[src/rtl/uart_tx_cfg.sv]
// Configurable UART transmitter. It sends a start bit, then DATA_WIDTH data bits LSB
// first, then an optional parity bit and STOP_BITS stop bits. Each bit lasts CLKS_PER_BIT cycles.
module uart_tx_cfg #(
   parameter int unsigned DATA_WIDTH   = 8,
   parameter int unsigned CLKS_PER_BIT = 1,
   parameter int unsigned STOP_BITS    = 1
) (
   input  logic                  clk,
   input  logic                  rst,
   input  logic [DATA_WIDTH-1:0] p_data,
   input  logic                  data_valid,
   input  logic                  par_en,
   input  logic                  par_typ,
   output logic                  tx_out,
   output logic                  busy,
   output logic                  uart_tx_done
);
   localparam int unsigned   CW        = (CLKS_PER_BIT > 1) ? $clog2(CLKS_PER_BIT) : 1;
   localparam int unsigned   BW        = $clog2(DATA_WIDTH);
   localparam logic [CW-1:0] CNT_LAST  = CW'(CLKS_PER_BIT - 1);
   localparam logic [BW-1:0] BIT_LAST  = BW'(DATA_WIDTH - 1);
   localparam logic          STOP_LAST = (STOP_BITS > 1);

   typedef enum logic [2:0] {IDLE, START, DATA, PARITY, STOP} state_t;

   state_t                state;
   logic [CW-1:0]         clk_cnt;
   logic [BW-1:0]         bit_idx;
   logic                  stop_idx;
   logic [DATA_WIDTH-1:0] data_sh;
   logic                  par_en_l;
   logic                  par_bit;
   logic                  bit_end;
   logic                  frame_end;
   logic                  accept;

   always_comb begin
      bit_end   = (clk_cnt == CNT_LAST);
      frame_end = (state == STOP) && bit_end && (stop_idx == STOP_LAST);
      accept    = data_valid && ((state == IDLE) || frame_end);
   end

   always_ff @(posedge clk or posedge rst) begin
      if (rst) begin
         state        <= IDLE;
         tx_out       <= 1'b1;
         busy         <= 1'b0;
         uart_tx_done <= 1'b0;
         clk_cnt      <= '0;
         bit_idx      <= '0;
         stop_idx     <= 1'b0;
         data_sh      <= '0;
         par_en_l     <= 1'b0;
         par_bit      <= 1'b0;
      end else begin
         uart_tx_done <= frame_end;
         if (accept) begin
            // A request in the last stop cycle goes straight into the next start bit.
            state    <= START;
            tx_out   <= 1'b0;
            busy     <= 1'b1;
            clk_cnt  <= '0;
            bit_idx  <= '0;
            stop_idx <= 1'b0;
            data_sh  <= p_data;
            par_en_l <= par_en;
            par_bit  <= (^p_data) ^ par_typ;
         end else if (state != IDLE) begin
            if (!bit_end) begin
               clk_cnt <= clk_cnt + 1'b1;
            end else begin
               clk_cnt <= '0;
               case (state)
                  START: begin
                     state  <= DATA;
                     tx_out <= data_sh[0];
                  end
                  DATA: begin
                     if (bit_idx == BIT_LAST) begin
                        if (par_en_l) begin
                           state  <= PARITY;
                           tx_out <= par_bit;
                        end else begin
                           state  <= STOP;
                           tx_out <= 1'b1;
                        end
                     end else begin
                        bit_idx <= bit_idx + 1'b1;
                        data_sh <= data_sh >> 1;
                        tx_out  <= data_sh[1];
                     end
                  end
                  PARITY: begin
                     state  <= STOP;
                     tx_out <= 1'b1;
                  end
                  STOP: begin
                     if (frame_end) begin
                        state  <= IDLE;
                        busy   <= 1'b0;
                        tx_out <= 1'b1;
                     end else begin
                        stop_idx <= 1'b1;
                     end
                  end
                  default: begin
                     state  <= IDLE;
                     busy   <= 1'b0;
                     tx_out <= 1'b1;
                  end
               endcase
            end
         end
      end
   end
endmodule

[config.mk]
export PLATFORM = sky130hd
export DESIGN_NAME = uart_tx_cfg
export DESIGN_NICKNAME = d
export VERILOG_FILES = /design/src/rtl/uart_tx_cfg.sv
export SDC_FILE = /design/constraint.sdc
export NUM_CORES = 1
export LEC_CHECK = 0
export ABC_AREA = 1
export CORE_MARGIN = 5
export CORE_UTILIZATION = 55
export CTS_CLUSTER_SIZE = 12
export DETAILED_ROUTE_END_ITERATION = 12
export PLACE_DENSITY = 0.81
export SLEW_MARGIN = 25
export SYNTH_ARGS = -nofsm -noshare
export SYNTH_HDL_FRONTEND = slang
export SYNTH_SLANG_ARGS = --single-unit
[constraint.sdc]
create_clock -name clk -period 2.55 [get_ports clk]
set_input_delay 0.3825 -clock clk [delete_from_list [all_inputs] [get_ports clk]]
set_output_delay 0.3825 -clock clk [all_outputs]
set_load 0.1 [all_outputs]
==> impl_metrics.py <==
metrics = {
    "outcome": {
        "status": "completed",
    },
    "setup_path": {
        "critPathBufInv": 2,
        "path_max_fanout": 13,
        "crit_path_cell_trace": "ha_1, ha_1, inv_1, nand2_4, nand2_4, inv_1, a22o_1",
        "worst_setup_path_end_kind": "flop",
        "worst_setup_path_start_kind": "flop",
        "cpPeakStageDelay_ps": 420,
        "crit_family": "flip-flops",
        "critPathArrivalTime_ps": 1850,
        "required_ps": 2740,
        "crit_type": "flop to flop",
        "rrSetupSlack_ps": 890,
        "slowest_stage": "dfrtp_1",
    },
    "floorplan": {
        "core_sq_mm": 0.00194,
        "core.rowCount": 16,
        "start_util": 0.572,
        "io_pins": 16,
        "die_w_um": 54.9,
        "die_h_um": 54.9,
        "dieArea_sq_mm": 0.00302,
    },
    "synthesis": {
        "yosysWarnings": 0,
        "yosysTopAreaCellShare": 0.428,
        "yosysSeqAreaShare": 0.452,
        "avgSynthCellArea_sq_um": 7.82,
        "synth.distinct_cells": 26,
        "syn_nets": 157,
        "synthCells": 142,
        "ys_ff_latch": 20,
        "yosys.area.top_type": "dfrtp_1",
        "synth.top_cells.by_area": "dfrtp_1 (43%), nand2_1 (18%), inv_1 (5.7%)",
        "netlist_area_sq_mm": 0.00111,
    },
    "clocking": {
        "clk_pin_slew_ps": 120,
        "cts_tree": "built",
        "cts_setup_buffers": 0,
        "cts.sinks": 20,
        "h-tree-depth": 1,
        "clk_latency_ps": 300,
        "hold_buffers": 0,
        "cts_resized": 0,
        "numCtsBuffers": 3,
        "cts_root_buffer": "clkbuf_4",
        "cts.path.max_buffers": 2,
    },
    "layout": {
        "drive_gt1_frac": 0.138,
        "regArea_sq_um": 502,
        "antenna_cells": 0,
        "fillers": 172,
        "final_cell_mix": "nand2_1 (53), dfrtp_1 (19), inv_1 (17)",
        "final_common_cell": "nand2_1",
        "final_cell_area_sq_mm": 0.00131,
        "stdcell_count": 186,
        "area_growth_pct": 18.2,
        "nNetsFinal": 175,
        "multi_input_area_sq_um": 508,
    },
    "drt": {
        "vias_per_cell": 5.18,
        "ant_nets": 0,
        "routedWlPerCell_um": 12.3,
        "vias": 964,
        "first_pass_iters": 4,
        "finalWirelength_mm": 2.29,
        "post-route-drc-count": 0,
        "drt_iter0_drc": 26,
    },
    "timing": {
        "slew-limit-headroom": 0.496,
        "fmax_mhz": 603,
        "tightest_slew_ps": 755,
        "period_needed_ps": 1660,
        "final-hold-violation-count": 0,
        "skew_ps": 4.97,
        "rsz0062_at_grt": "false",
        "setup_violations": 0,
        "setup_tns_ps": 0,
        "min_period_over_period": 0.651,
        "final_max_slew_viol_count": 0,
    },
    "placed_design": {
        "io_buffers": 15,
        "gp_congestion": 0.827,
        "place_hpwl_mm": 1.82,
        "dpl_cell_area_sq_mm": 0.00126,
        "dp.cells": 182,
    },
    "pwr": {
        "power.density_mw_per_mm2": 480,
        "switching_share": 0.204,
        "p_comb_frac": 0.088,
        "peakVddDrop_mv": 0.409,
        "leakage_nw": 0.728,
        "internal_power_w": 0.000501,
        "power_w": 0.000630,
        "power_switching_w": 0.000129,
        "sequentialPowerShare": 0.503,
        "pwr-share-clk": 0.409,
    },
    "global_routing": {
        "grt_overflow": 0,
        "grt_pass1_vias": 936,
        "grt_max_degree": 21,
        "antenna_found_initial": 0,
        "gr-usage-all-layers": 0.175,
        "grt_pass1_wl_mm": 3.82,
    },
    "run": {
        "max_cap_viol_count": 0,
    },
    "hold_path": {
        "hold_class": "flop to flop",
    },
}
## synthesized netlist by cell type (all sizes together)
cell    number
a21oi        1
a22o         1
a31oi        3
buf          2
dfrtp       19
dfstp        1
ha           2
inv         20
nand2       58
nand3        9
nor2         7
nor3         1
nor4         1
o211ai       3
o21ai       11
o21bai       1
o22ai        1
xor2         1
## stage by stage
| stage | setup WS (ps) | utilization | hold slack [ps] |
|---|---|---|---|
| 2_1_floorplan | 1150 | - | 346 |
| 3_3_place_gp | 853 | 0.649 | 459 |
| 3_5_place_dp | 759 | 0.649 | 466 |
| 4_1_cts | 871 | 0.677 | 485 |
| 5_1_grt | 778 | 0.677 | 514 |
| 6_report | 891 | 0.677 | 477 |
## routing by layer
layer  track usage  part of all wire  vias to the layer above
li1              -                 -                      487
met1         0.207              0.42                      452
met2         0.321              0.53                       23
met3        0.0295             0.046                        2
met4        0.0526            0.0052                        0
met5             0                 0                        -
## state kept, by name, summed over array words and instances (netlist names)
name and cells:
bit_idx 3, busy 1, data_sh 8, par_bit 1, par_en_l 1, state 3, stop_idx 1, tx_out 1
uart_tx_done 1
## power groups by stage
stage / registers, W / clock network (W) / logic (W)
detailed placement: 0.000323 / 0 / 0.0000556
global placement: 0.000323 / 0 / 0.0000524
finish: 0.000317 / 0.000258 / 0.0000553
floorplan: 0.000323 / 0 / 0.0000263
CTS: 0.000317 / 0.000261 / 0.0000559
global route: 0.000317 / 0.000274 / 0.0000612
## logic make-up after synthesis
logic type,after synthesis,share of synthesized area
AOI/OAI and AO/OA,21,0.116
and+or+nand+nor,76,0.311
buffers and inverters,22,0.0912
DFF,20,0.452
adders and majority gates,2,0.0225
xor gates and xnor gates,1,0.00788
## worst register-to-register path, cell delays in order (launching register included)
cell     delay (ps)
dfrtp_1         420
ha_1            210
ha_1            190
inv_1           150
nand2_4          90
nand2_4         160
inv_1           130
a22o_1          210
## path summary, 6_finish.rpt
check	end	startpoint	depth (start not counted)
setup / recovery	data_sh[7]	bit_idx[0]	7
hold / removal	tx_out	tx_out	2
setup reg to reg	data_sh[7]	bit_idx[0]	7
hold reg to reg	tx_out	tx_out	2
max in group asynchronous	state[1]	rst	2
min in group asynchronous	data_sh[6]	rst	2
## final cells by class
type                    count  area share
multi-input cells         100       0.387
clock inverters             1      0.0229
repair buffers             15       0.109
well taps                  27      0.0257
inverters                  20      0.0571
clock buffers               3      0.0171
flip-flops and latches     20       0.382
(Power assumes the default switching activity.)
